==> config.mk <==
export PLATFORM = sky130hd
export DESIGN_NAME = processing_unit_ctx
export DESIGN_NICKNAME = d
export VERILOG_FILES = /design/src/rtl/processing_unit_ctx_pkg.sv /design/src/rtl/processing_unit_ctx_min_index_tree.sv /design/src/rtl/processing_unit_ctx.sv
export SDC_FILE = /design/constraint.sdc
export NUM_CORES = 1
export LEC_CHECK = 0
export CORE_MARGIN = 2
export CORE_UTILIZATION = 49
export DETAILED_ROUTE_END_ITERATION = 8
export DONT_BUFFER_PORTS = 1
export HOLD_SLACK_MARGIN = 0.12
export PLACE_DENSITY = 0.7
export SYNTH_ARGS = -nofsm -noshare
export SYNTH_HDL_FRONTEND = slang
export SYNTH_HIERARCHICAL = 1
export SYNTH_SLANG_ARGS = --single-unit
export TNS_END_PERCENT = 20
==> constraint.sdc <==
create_clock -name clk -period 9.4 [get_ports clk]
set_input_delay 2.82 -clock clk [delete_from_list [all_inputs] [get_ports clk]]
set_output_delay 2.82 -clock clk [all_outputs]
set_load 0.005 [all_outputs]
==> src/rtl/processing_unit_ctx_pkg.sv <==
// Shared stage codes and context-store sizing for the union-find processing unit.
package processing_unit_ctx_pkg;

    localparam int STAGE_WIDTH = 3;

    typedef enum logic [STAGE_WIDTH-1:0] {
        STAGE_IDLE                = 3'd0,
        STAGE_MEASUREMENT_LOADING = 3'd1,
        STAGE_GROW                = 3'd2,
        STAGE_MERGE               = 3'd3,
        STAGE_PEELING             = 3'd4,
        STAGE_WRITE_TO_MEM        = 3'd5,
        STAGE_READ_FROM_MEM       = 3'd6
    } stage_t;

    // Saved word: {cluster_parity, parent_vector, root, odd, m}
    function automatic int ctx_word_width(input int nc, input int aw);
        return nc + aw + 3;
    endfunction

endpackage

==> src/rtl/processing_unit_ctx_min_index_tree.sv <==
// Minimum root over valid channels, with a one-hot of the lowest index holding it.
module processing_unit_ctx_min_index_tree #(
    parameter int WIDTH    = 6,
    parameter int CHANNELS = 6
) (
    input  logic [WIDTH*CHANNELS-1:0] values,
    input  logic [CHANNELS-1:0]       valid,
    output logic [WIDTH-1:0]          min_value,
    output logic [CHANNELS-1:0]       one_hot,
    output logic                      any_valid
);

    // Strict less-than keeps the lowest index on ties.
    always_comb begin
        min_value = '0;
        one_hot   = '0;
        any_valid = 1'b0;
        for (int i = 0; i < CHANNELS; i++) begin
            if (valid[i] && (!any_valid || values[i*WIDTH +: WIDTH] < min_value)) begin
                min_value  = values[i*WIDTH +: WIDTH];
                one_hot    = '0;
                one_hot[i] = 1'b1;
                any_valid  = 1'b1;
            end
        end
    end

endmodule

==> src/rtl/processing_unit_ctx.sv <==
// Union-find processing element for one Z ancilla with an internal context store.
module processing_unit_ctx
    import processing_unit_ctx_pkg::*;
#(
    parameter int ADDRESS_WIDTH  = 6,
    parameter int NEIGHBOR_COUNT = 6,
    parameter int NUM_CONTEXTS   = 2,
    parameter int SWAP_A         = NEIGHBOR_COUNT - 1,
    parameter int SWAP_B         = NEIGHBOR_COUNT - 2,
    parameter logic [NEIGHBOR_COUNT-1:0] LOCAL_GROW_MASK =
        {2'b11, {(NEIGHBOR_COUNT-2){1'b0}}}
) (
    input  logic                                        clk,
    input  logic                                        reset,
    input  logic                                        measurement,
    output logic                                        measurement_out,
    input  logic [STAGE_WIDTH-1:0]                      global_stage,
    input  logic [NEIGHBOR_COUNT-1:0]                   neighbor_fully_grown,
    input  logic [NEIGHBOR_COUNT-1:0]                   neighbor_is_boundary,
    output logic [NEIGHBOR_COUNT-1:0]                   neighbor_increase,
    output logic [NEIGHBOR_COUNT-1:0]                   neighbor_is_error,
    input  logic [ADDRESS_WIDTH-1:0]                    input_address,
    input  logic                                        local_context_switch,
    input  logic [NEIGHBOR_COUNT*(ADDRESS_WIDTH+3)-1:0] input_data,
    output logic [NEIGHBOR_COUNT*(ADDRESS_WIDTH+3)-1:0] output_data,
    output logic [ADDRESS_WIDTH-1:0]                    root,
    output logic                                        odd,
    output logic                                        busy
);

    localparam int AW = ADDRESS_WIDTH;
    localparam int N  = NEIGHBOR_COUNT;
    localparam int DW = AW + 3;
    localparam int CW = ctx_word_width(N, AW);
    localparam int PW = (NUM_CONTEXTS > 1) ? $clog2(NUM_CONTEXTS) : 1;

    stage_t          stage;
    stage_t          last_stage;
    logic            m;
    logic [N-1:0]    parent_vector;
    logic            cluster_parity;
    logic            already_grown;
    logic            last_local;
    logic [PW-1:0]   ctx_ptr;
    logic [CW-1:0]   store [NUM_CONTEXTS];

    logic [AW*N-1:0] nb_root;
    logic [N-1:0]    nb_parent;
    logic [N-1:0]    nb_odd;
    logic [N-1:0]    nb_cp;

    always_comb begin
        nb_root   = '0;
        nb_parent = '0;
        nb_odd    = '0;
        nb_cp     = '0;
        for (int i = 0; i < N; i++) begin
            nb_root[i*AW +: AW] = input_data[i*DW +: AW];
            nb_parent[i]        = input_data[i*DW + AW];
            nb_odd[i]           = input_data[i*DW + AW + 1];
            nb_cp[i]            = input_data[i*DW + AW + 2];
        end
    end

    always_comb begin
        output_data = '0;
        for (int i = 0; i < N; i++) begin
            output_data[i*DW +: DW] = {cluster_parity, odd, parent_vector[i], root};
        end
    end

    logic [N-1:0]  valid;
    logic [AW-1:0] cand;
    logic [N-1:0]  cand_onehot;
    logic          any_valid;

    assign valid = neighbor_fully_grown & ~neighbor_is_boundary;

    processing_unit_ctx_min_index_tree #(
        .WIDTH    (AW),
        .CHANNELS (N)
    ) u_min (
        .values    (nb_root),
        .valid     (valid),
        .min_value (cand),
        .one_hot   (cand_onehot),
        .any_valid (any_valid)
    );

    logic          boundary_any;
    logic [AW-1:0] root_mod;
    logic          ncp;
    logic [AW-1:0] merge_root;
    logic [N-1:0]  merge_pv;
    logic          merge_odd;
    logic          merge_busy;

    assign boundary_any = |neighbor_is_boundary;
    assign root_mod     = boundary_any ? {1'b0, input_address[AW-2:0]} : root;
    assign ncp          = ^(nb_parent & nb_cp) ^ m;

    always_comb begin
        merge_root = root;
        merge_pv   = parent_vector;
        if (any_valid && cand < root && cand < root_mod) begin
            merge_root = cand;
            merge_pv   = cand_onehot;
        end else if (root_mod < root) begin
            merge_root = root_mod;
            merge_pv   = '0;
        end
        merge_odd = (|parent_vector) ? |(parent_vector & nb_odd)
                                     : (ncp & ~boundary_any);
    end

    assign merge_busy = (merge_root != root) || (merge_pv != parent_vector)
                     || (ncp != cluster_parity) || (merge_odd != odd);

    logic grow_entry;
    assign grow_entry = (stage == STAGE_GROW) && (last_stage != STAGE_GROW);

    always_comb begin
        neighbor_increase = '0;
        if (grow_entry && odd) begin
            neighbor_increase = (last_local && already_grown) ? LOCAL_GROW_MASK : '1;
        end
    end

    logic [N-1:0] border_hi;
    always_comb begin
        border_hi = '0;
        for (int i = 0; i < N; i++) begin
            if (neighbor_is_boundary[i]) begin
                border_hi    = '0;
                border_hi[i] = 1'b1;
            end
        end
    end

    always_comb begin
        neighbor_is_error = '0;
        if (stage == STAGE_PEELING) begin
            neighbor_is_error = (cluster_parity ? parent_vector : '0)
                              | ((parent_vector == '0 && ncp) ? border_hi : '0);
        end
    end

    function automatic logic [N-1:0] swap_ports(input logic [N-1:0] v);
        logic [N-1:0] r;
        r         = v;
        r[SWAP_A] = v[SWAP_B];
        r[SWAP_B] = v[SWAP_A];
        return r;
    endfunction

    logic [CW-1:0] rd_word;
    logic          rd_cp;
    logic [N-1:0]  rd_pv;
    logic [AW-1:0] rd_root;
    logic          rd_odd;
    logic          rd_m;

    assign rd_word = store[ctx_ptr];
    assign rd_cp   = rd_word[CW-1];
    assign rd_pv   = rd_word[CW-2 -: N];
    assign rd_root = rd_word[AW+1:2];
    assign rd_odd  = rd_word[1];
    assign rd_m    = rd_word[0];

    always_ff @(posedge clk or negedge reset) begin
        if (!reset) begin
            stage          <= STAGE_IDLE;
            last_stage     <= STAGE_IDLE;
            m              <= 1'b0;
            root           <= '0;
            parent_vector  <= '0;
            cluster_parity <= 1'b0;
            odd            <= 1'b0;
            busy           <= 1'b0;
            already_grown  <= 1'b0;
            last_local     <= 1'b0;
            ctx_ptr        <= '0;
            for (int k = 0; k < NUM_CONTEXTS; k++) begin
                store[k] <= '0;
            end
        end else begin
            stage      <= stage_t'(global_stage);
            last_stage <= stage;
            case (stage)
                STAGE_MEASUREMENT_LOADING: begin
                    m              <= measurement;
                    cluster_parity <= measurement;
                    odd            <= measurement;
                    root           <= input_address;
                    parent_vector  <= '0;
                end
                STAGE_GROW: begin
                    if (grow_entry) already_grown <= ~already_grown;
                end
                STAGE_MERGE: begin
                    root           <= merge_root;
                    parent_vector  <= merge_pv;
                    cluster_parity <= ncp;
                    odd            <= merge_odd;
                    busy           <= merge_busy;
                end
                STAGE_WRITE_TO_MEM: begin
                    store[ctx_ptr] <= {cluster_parity, parent_vector, root, odd, m};
                    last_local     <= local_context_switch;
                    if (!local_context_switch) begin
                        ctx_ptr <= (ctx_ptr == PW'(NUM_CONTEXTS-1)) ? '0 : ctx_ptr + 1'b1;
                    end
                end
                STAGE_READ_FROM_MEM: begin
                    // A local switch keeps this context but mirrors the swapped ports.
                    if (local_context_switch) begin
                        parent_vector <= swap_ports(parent_vector);
                    end else begin
                        cluster_parity <= rd_cp;
                        parent_vector  <= last_local ? swap_ports(rd_pv) : rd_pv;
                        root           <= rd_root;
                        odd            <= rd_odd;
                        m              <= rd_m;
                    end
                end
                default: ;
            endcase
        end
    end

    assign measurement_out = m;

endmodule

# Word-level counts from Yosys, hierarchy flattened
# Cells that the tools add are included.
dict set report totals {
  memories 0
  rom_bits 0
  latch_bits 0
  ramBits 0
  ff_bits 55
  in_bits 79
  output_inout_bits 75
  wordCells 137
}
dict set report classes {
  n_shift 0
  addsub 1
  div 0
  n_reduce_logical 36
  eq_ne 12
  bitwise_logic 11
  mul 0
  magnitude_cmp 10
  n_mux 53
}
# operator count
set op_table {}
lappend op_table {{6-bit two-way mux} 24}
lappend op_table {{15-bit two-way mux} 4}
lappend op_table {{6-bit < comparator} 8}
lappend op_table {{6-bit case mux with 3 select lines} 2}
lappend op_table {{30-bit bitwise mux} 1}
lappend op_table {{6-bit bitwise AND} 3}
lappend op_table {{6-bit OR reduction} 3}
lappend op_table {{15-bit demux with 1-bit select} 1}
lappend op_table {{1-bit two-way mux} 13}
lappend op_table {{1-bit logical AND} 12}
lappend op_table {{6-bit != test} 2}
lappend op_table {{3-bit == test (second input constant)} 3}
lappend op_table {{1-bit logical OR} 8}
lappend op_table {{4-bit two-way mux} 2}
lappend op_table {{2-bit AND reduction} 4}
lappend op_table {{3-bit by 2-bit == test with 1-bit output (second input constant)} 2}
lappend op_table {{6-bit logical NOT} 1}
lappend op_table {{6-bit inverter} 1}
lappend op_table {{6-bit bitwise OR} 1}
lappend op_table {{1-bit case mux with 3 select lines} 2}
lappend op_table {{6-bit parity} 1}
lappend op_table {{1-bit logical NOT} 5}
lappend op_table {{5-bit two-way mux} 1}
lappend op_table {{3-bit by 1-bit == test with 1-bit output (second input constant)} 1}
lappend op_table {{other kinds (15)} 18}

# Logic depth before layout (Yosys ltp)
dict set report depth {
  word_depth 31
  mapped_depth 51
  mapped_depth_nobuf 46
}

# Cells and area by module
# The synthesis kept the hierarchy.
# mod area_per_inst_um2 seq_area_each_um2 cells_each n_inst
set by_module_without_submodules {}
lappend by_module_without_submodules {processing_unit_ctx 4066.4 1376.3 427 1}
lappend by_module_without_submodules {processing_unit_ctx_min_index_tree 1348.8 0.0 185 1}

# Least setup slack after synthesis
# No wires, ideal clock.
dict set report synth_timing {
  path_kind {input -> register}
  start {input neighbor_fully_grown[0]}
  end {register root[5]}
  n_path_buf 5
  path_stages 51
  setup_ns 0.137
  path_slack_ns -3.363
  arrival_ns 12.626
  required_ns 9.263
  cell_sequence {nor2b_1 > clkbuf_1 > nand2_1 > ha_1 > a21o_1 > a2111oi_2 > a21o_1 > buf_2 > mux2i_1 > inv_1 > ha_1 > a21oi_1 > o21ai_1 > o22a_1 > nor2_1 > nor3_1 > or2_2 > ha_1 > (+15 left out) > a21o_1 > a21oi_1 > nor2b_1 > nor2_1 > nand4_1 > o31ai_2 > clkbuf_1 > nand2_1 > o21ai_1 > ha_1 > a21o_1 > a221oi_1 > o21ai_1 > or3_4 > buf_4 > mux2i_1 > a221oi_1 > a21oi_1}
}
dict set report synth_between {
  elab_chain_cells 27
  elab_cells_between_ends 39
  classes_between {7 x order compare; 14 x mux; 1 x bitwise; 17 x reduce/logical}
}
# item line
set synth_rtl {}
lappend synth_rtl {{from (decl)} processing_unit_ctx.sv:18} ;# input logic [NEIGHBOR_COUNT-1:0] neighbor_fully_grown,
lappend synth_rtl {{6-bit bitwise AND *} processing_unit_ctx.sv:77} ;# assign valid = neighbor_fully_grown & ~neighbor_is_boundary;
lappend synth_rtl {{6-bit two-way mux / 1-bit two-way mux (equally long branches)} processing_unit_ctx_min_index_tree.sv:19} ;# if (valid[i] && (!any_valid || values[i*WIDTH +: WIDTH] < min_value)) begin
lappend synth_rtl {{6-bit < comparator / 1-bit logical NOT (equally long branches)} processing_unit_ctx_min_index_tree.sv:19}
lappend synth_rtl {{1-bit logical OR} processing_unit_ctx_min_index_tree.sv:19}
lappend synth_rtl {{1-bit logical AND} processing_unit_ctx_min_index_tree.sv:19}
lappend synth_rtl {{6-bit two-way mux / 1-bit two-way mux (equally long branches)} processing_unit_ctx_min_index_tree.sv:19}
lappend synth_rtl {{6-bit < comparator / 1-bit logical NOT (equally long branches)} processing_unit_ctx_min_index_tree.sv:19}
lappend synth_rtl {{1-bit logical OR} processing_unit_ctx_min_index_tree.sv:19}
lappend synth_rtl {{(+12 left out)} --}
lappend synth_rtl {{1-bit logical AND} processing_unit_ctx_min_index_tree.sv:19}
lappend synth_rtl {{6-bit two-way mux *} processing_unit_ctx_min_index_tree.sv:19}
lappend synth_rtl {{net cand[4]} processing_unit_ctx.sv:73} ;# logic [AW-1:0] cand;
lappend synth_rtl {{6-bit < comparator} processing_unit_ctx.sv:105} ;# if (any_valid && cand < root && cand < root_mod) begin
lappend synth_rtl {{1-bit logical AND} processing_unit_ctx.sv:105}
lappend synth_rtl {{1-bit logical AND *} processing_unit_ctx.sv:105}
lappend synth_rtl {{6-bit two-way mux *} processing_unit_ctx.sv:105}
lappend synth_rtl {{6-bit case mux with 3 select lines *} processing_unit_ctx.sv:189} ;# case (stage)
lappend synth_rtl {{to (signal assigned)} processing_unit_ctx.sv:194} ;# root <= input_address;
lappend synth_rtl {{to (signal assigned)} processing_unit_ctx.sv:201} ;# root <= merge_root;
lappend synth_rtl {{to (signal assigned)} processing_unit_ctx.sv:221} ;# root <= rd_root;
lappend synth_rtl {{to (decl)} processing_unit_ctx.sv:26} ;# output logic [ADDRESS_WIDTH-1:0] root,
# The timed path passes the listed nets; every way through them passes the cells marked *.
# A chain may end at the register's enable or synchronous reset.

# Worst setup path after layout
dict set report layout_timing {
  start {input neighbor_fully_grown[0]}
  end {register parent_vector[5]}
}
dict set report layout_between {
  elab_cells_between_ends 40
  classes_between {7 x order compare; 15 x mux; 1 x bitwise; 17 x reduce/logical}
}
# item line
set layout_lines {}
lappend layout_lines {{6-bit bitwise AND *} processing_unit_ctx.sv:77}
lappend layout_lines {{6-bit two-way mux / 1-bit two-way mux (equally long branches)} processing_unit_ctx_min_index_tree.sv:19}
lappend layout_lines {{6-bit < comparator / 1-bit logical NOT (equally long branches)} processing_unit_ctx_min_index_tree.sv:19}
lappend layout_lines {{1-bit logical OR} processing_unit_ctx_min_index_tree.sv:19}
lappend layout_lines {{1-bit logical AND} processing_unit_ctx_min_index_tree.sv:19}
lappend layout_lines {{6-bit two-way mux / 1-bit two-way mux (equally long branches)} processing_unit_ctx_min_index_tree.sv:19}
lappend layout_lines {{6-bit < comparator / 1-bit logical NOT (equally long branches)} processing_unit_ctx_min_index_tree.sv:19}
lappend layout_lines {{1-bit logical OR} processing_unit_ctx_min_index_tree.sv:19}
lappend layout_lines {{(+9 left out)} --}
lappend layout_lines {{6-bit two-way mux / 1-bit two-way mux (equally long branches)} processing_unit_ctx_min_index_tree.sv:19}
lappend layout_lines {{6-bit < comparator / 1-bit logical NOT (equally long branches)} processing_unit_ctx_min_index_tree.sv:19}
lappend layout_lines {{1-bit logical OR *} processing_unit_ctx_min_index_tree.sv:19}
lappend layout_lines {{1-bit logical AND *} processing_unit_ctx_min_index_tree.sv:19}
lappend layout_lines {{6-bit two-way mux *} processing_unit_ctx_min_index_tree.sv:19}
lappend layout_lines {{net cand_onehot[5]} processing_unit_ctx.sv:74} ;# logic [N-1:0] cand_onehot;
lappend layout_lines {{6-bit two-way mux *} processing_unit_ctx.sv:105}
lappend layout_lines {{6-bit case mux with 3 select lines *} processing_unit_ctx.sv:189}
lappend layout_lines {{to (signal assigned)} processing_unit_ctx.sv:202} ;# parent_vector <= merge_pv;
lappend layout_lines {{to (signal assigned)} processing_unit_ctx.sv:217} ;# parent_vector <= swap_ports(parent_vector);
lappend layout_lines {{to (signal assigned)} processing_unit_ctx.sv:220} ;# parent_vector <= last_local ? swap_ports(rd_pv) : rd_pv;
lappend layout_lines {{to (decl)} processing_unit_ctx.sv:40} ;# logic [N-1:0] parent_vector;
# Marks and branches as above.

==> flow_metrics.env <==
export IMPL_status="finished with violations"
export IMPL_violations="negative setup slack"
export IMPL_firstDrtPassIters=5
export IMPL_drt_iter0_markers=262
export IMPL_path_buf_inv=6
export IMPL_cp_arrival_ns=11.89
export IMPL_clockBufferDepth=2
export IMPL_avgViaCountPerCell=5.88
export IMPL_routedWlPerCell_um=18.3
export IMPL_initial_utilization_pct=50.2
export IMPL_synth_seq_area_share_pct=25.4
export IMPL_p_switching_mw=0.442
export IMPL_worst_setup_path_start_kind="input pin"
export IMPL_syn_area_per_cell_um2=8.85
export IMPL_grt_pass1_wl_um=23000
export IMPL_p_comb_share_pct=51.3
export IMPL_worst_hold_startpoint="already_grown$_DFFE_PN0P_"
export IMPL_worstMarginPinSlew_ns=1.13
export IMPL_drc_errors=0
export IMPL_synth_async_reset_ratio_pct=100
export IMPL_fmax_mhz=85.5
export IMPL_fill_cells=887
export IMPL_cts_tree="done"
export IMPL_syn_inst=612
export IMPL_p_leak_nw=2.92
export IMPL_endpoint_kind="flop"
export IMPL_gp_congestion=0.972
export IMPL_r2r_start="stage[2]$_DFF_PN0_"
export IMPL_p_total_mw=1.17
export IMPL_final_seq_area_um2=1380
export IMPL_max_stage_delay_ns=0.51
export IMPL_clock_latency_ns=0.30
export IMPL_port_buffers=0
export IMPL_worstSetupPathType="input pin to flop"
export IMPL_dieHeight_um=109
export IMPL_layout_drive_gt1_share_pct=39.0
export IMPL_ioPinCount=154
export IMPL_final_hold_viol_count=0
export IMPL_crit_start="neighbor_fully_grown[0]"
export IMPL_cts_htree_levels=2
export IMPL_multi_input_area_um2=3920
export IMPL_synthFlopType="dfrtp_1"
export IMPL_wl_um=14600
export IMPL_cp_slowest_cell="a2111o_1"
export IMPL_synth_edff_count=0
export IMPL_synth_fp_nets=730
export IMPL_antenna_found_initial=0
export IMPL_synth_area_um2=5420
export IMPL_ys_ff_latch=55
export IMPL_cap_violations=0
export IMPL_layout_common_cells="110 x buf_4, 55 x dfrtp_1, 42 x nor2_1, 41 x nand2_1, 36 x inv_1"
export IMPL_rows=38
export IMPL_power_density_nw_per_um2=177
export IMPL_yosysWarnings=6
export IMPL_grt_use_total_pct=24.2
export IMPL_grt_overflow_total=0
export IMPL_holdCritPathClass="flop to flop"
export IMPL_antenna_diode_count=0
export IMPL_finalCritPeriodShare_pct=124
export IMPL_cp_max_fo=7
export IMPL_grt_max_degree=56
export IMPL_peakVddDrop_mv=0.0982
export IMPL_die_width_um=109
export IMPL_clockRootBuffer="clkbuf_8"
export IMPL_fin_crit_ns=11.69
export IMPL_hold_slack_ns=0.474
export IMPL_drtAntennaViolNets=0
export IMPL_drv_slew=0
export IMPL_final_common_cell="buf_4"
export IMPL_max_slew_margin_pct=24.6
export IMPL_rsz0062_at_grt="true"
export IMPL_setup_violations=13
export IMPL_clock_skew_ns=0.00707
export IMPL_clk_pin_slew_worst_paths_ns=0.10
export IMPL_fin_nets=773
export IMPL_grt_pass1_vias=4782
export IMPL_netSwitchingFraction_pct=37.7
export IMPL_dp_hpwl_um=11200
export IMPL_clkSinkCount=55
export IMPL_critPathRequiredTime_ns=9.60
export IMPL_p_int_mw=0.732
export IMPL_die_area_um2=11900
export IMPL_worst_slack_ns=-2.29
export IMPL_power_frac_seq_pct=34.6
export IMPL_fin_tns_setup_ns=-29.34
export IMPL_syn2layout_area_growth_pct=22.4
export IMPL_core_area_um2=10800
export IMPL_synthDistinctLibCells=77
export IMPL_path_delay_family="compound AO/OA/AOI/OAI gates"
export IMPL_p_clk_share_pct=14.1
export IMPL_dr_total_vias=4679
export IMPL_cts_made_buffers=5
[per-layer routing]
metal	share of wire, %	routed length [um]	up-vias	global-route usage, %
met4	1.9	283	0	5.95
li1	-	-	2243	-
met1	41	5980	2285	28.6
met5	0	0	-	0
met2	51	7460	127	44.2
met3	5.7	831	24	5.50
[power by group through the flow]
stage | Combinational (mW) | Sequential [mW] | Clock (mW)
5_1_grt | 0.655 | 0.423 | 0.180
3_5_place_dp | 0.515 | 0.412 | 0
2_1_floorplan | 0.470 | 0.350 | 0
4_1_cts | 0.560 | 0.408 | 0.169
6_report | 0.602 | 0.407 | 0.165
3_3_place_gp | 0.497 | 0.407 | 0
[stage by stage]
stage	cell area (um^2)	utilization, %	std cells	worst slack [ns]
2_1_floorplan	5750	-	612	-2.39
3_3_place_gp	5970	55.3	751	-2.71
3_5_place_dp	5970	55.3	751	-2.96
4_1_cts	6440	59.6	788	-2.10
5_1_grt	6630	61.4	796	-2.72
6_report	6630	61.4	796	-2.29
[cell type report]
class / instances / share of cell area [%]
tap: 140 / 2.64
clock buffer: 6 / 1.25
clock inverter: 2 / 0.585
sequential: 55 / 20.8
timing repair buffer: 115 / 13.3
inverter: 41 / 2.32
multi-input combinational: 437 / 59.1
[worst reg2reg max path, stage by stage (launching register included)]
cell and delay (ns):
dfrtp_1 0.65, nand3b_1 0.61, o21bai_1 1.11, o31ai_1 0.19, buf_4 0.21, a221o_1 0.29
[cell usage after synthesis, types with 3 or more instances]
| cell | number | area (um^2) |
|---|---|---|
| a211oi_1 | 10 | 75.1 |
| a21o_1 | 5 | 37.5 |
| a21oi_1 | 24 | 120 |
| a221o_1 | 6 | 60.1 |
| a221oi_1 | 4 | 35.0 |
| a22oi_1 | 6 | 45.0 |
| a31oi_1 | 8 | 50.1 |
| a32o_1 | 3 | 30.0 |
| and2_1 | 4 | 25.0 |
| and3_1 | 3 | 18.8 |
| buf_2 | 5 | 25.0 |
| buf_4 | 53 | 398 |
| clkbuf_1 | 20 | 75.1 |
| dfrtp_1 | 55 | 1380 |
| ha_1 | 39 | 488 |
| inv_1 | 39 | 146 |
| mux2_1 | 6 | 67.6 |
| mux2_2 | 32 | 360 |
| mux2i_1 | 25 | 250 |
| nand2_1 | 47 | 176 |
| nand2b_1 | 4 | 25.0 |
| nand3_1 | 9 | 45.0 |
| nand3b_1 | 3 | 22.5 |
| nand4_1 | 5 | 31.3 |
| nor2_1 | 45 | 169 |
| nor2b_1 | 15 | 93.8 |
| nor3_1 | 15 | 75.1 |
| nor4_1 | 3 | 18.8 |
| o21ai_0 | 16 | 80.1 |
| o21ai_1 | 12 | 60.1 |
| o22ai_1 | 4 | 25.0 |
| o311ai_0 | 5 | 43.8 |
| o31ai_1 | 3 | 22.5 |
| o31ai_2 | 6 | 75.1 |
| or2_2 | 6 | 37.5 |
| xnor2_1 | 6 | 52.6 |
| xor2_1 | 16 | 140 |
[logic make-up after synthesis]
family | share of synthesized area [%]
XOR/XNOR | 4.39
flip-flops | 25.4
AND/OR/NAND/NOR | 17.2
buffers and inverters | 12.1
AO/OA/AOI/OAI | 18.3
multiplexers | 13.6
adder cells (fa/ha/maj) | 9.01
[path summary, 6_finish.rpt]
path                       slack [ns]                           end  depth (start not counted)
setup reg to reg                 6.22  parent_vector[3]$_DFFE_PN0P_                          5
min in group asynchronous        2.20         store[20]$_DFFE_PN0P_                          0
setup / recovery                -2.29  parent_vector[5]$_DFFE_PN0P_                         47
hold / removal                   0.47     already_grown$_DFFE_PN0P_                          1
hold reg to reg                  0.47     already_grown$_DFFE_PN0P_                          1
max in group asynchronous        7.10  parent_vector[1]$_DFFE_PN0P_                          0
[state kept, by name (all words and copies together) (netlist names), 3 cells and up]
name / cells
root: 6
parent_vector: 6
stage: 3
last_stage: 3
store: 30
[repair_timing]
item / CTS / global route
gates cloned: 0 / 0
hold buffers: 0 / 0
buffers inserted: 29 / 8
pin swaps: 18 / 13
resized for setup: 30 / 24
endpoints found under the setup margin: 13 / 13
Power figures use the tool's default switching activity.
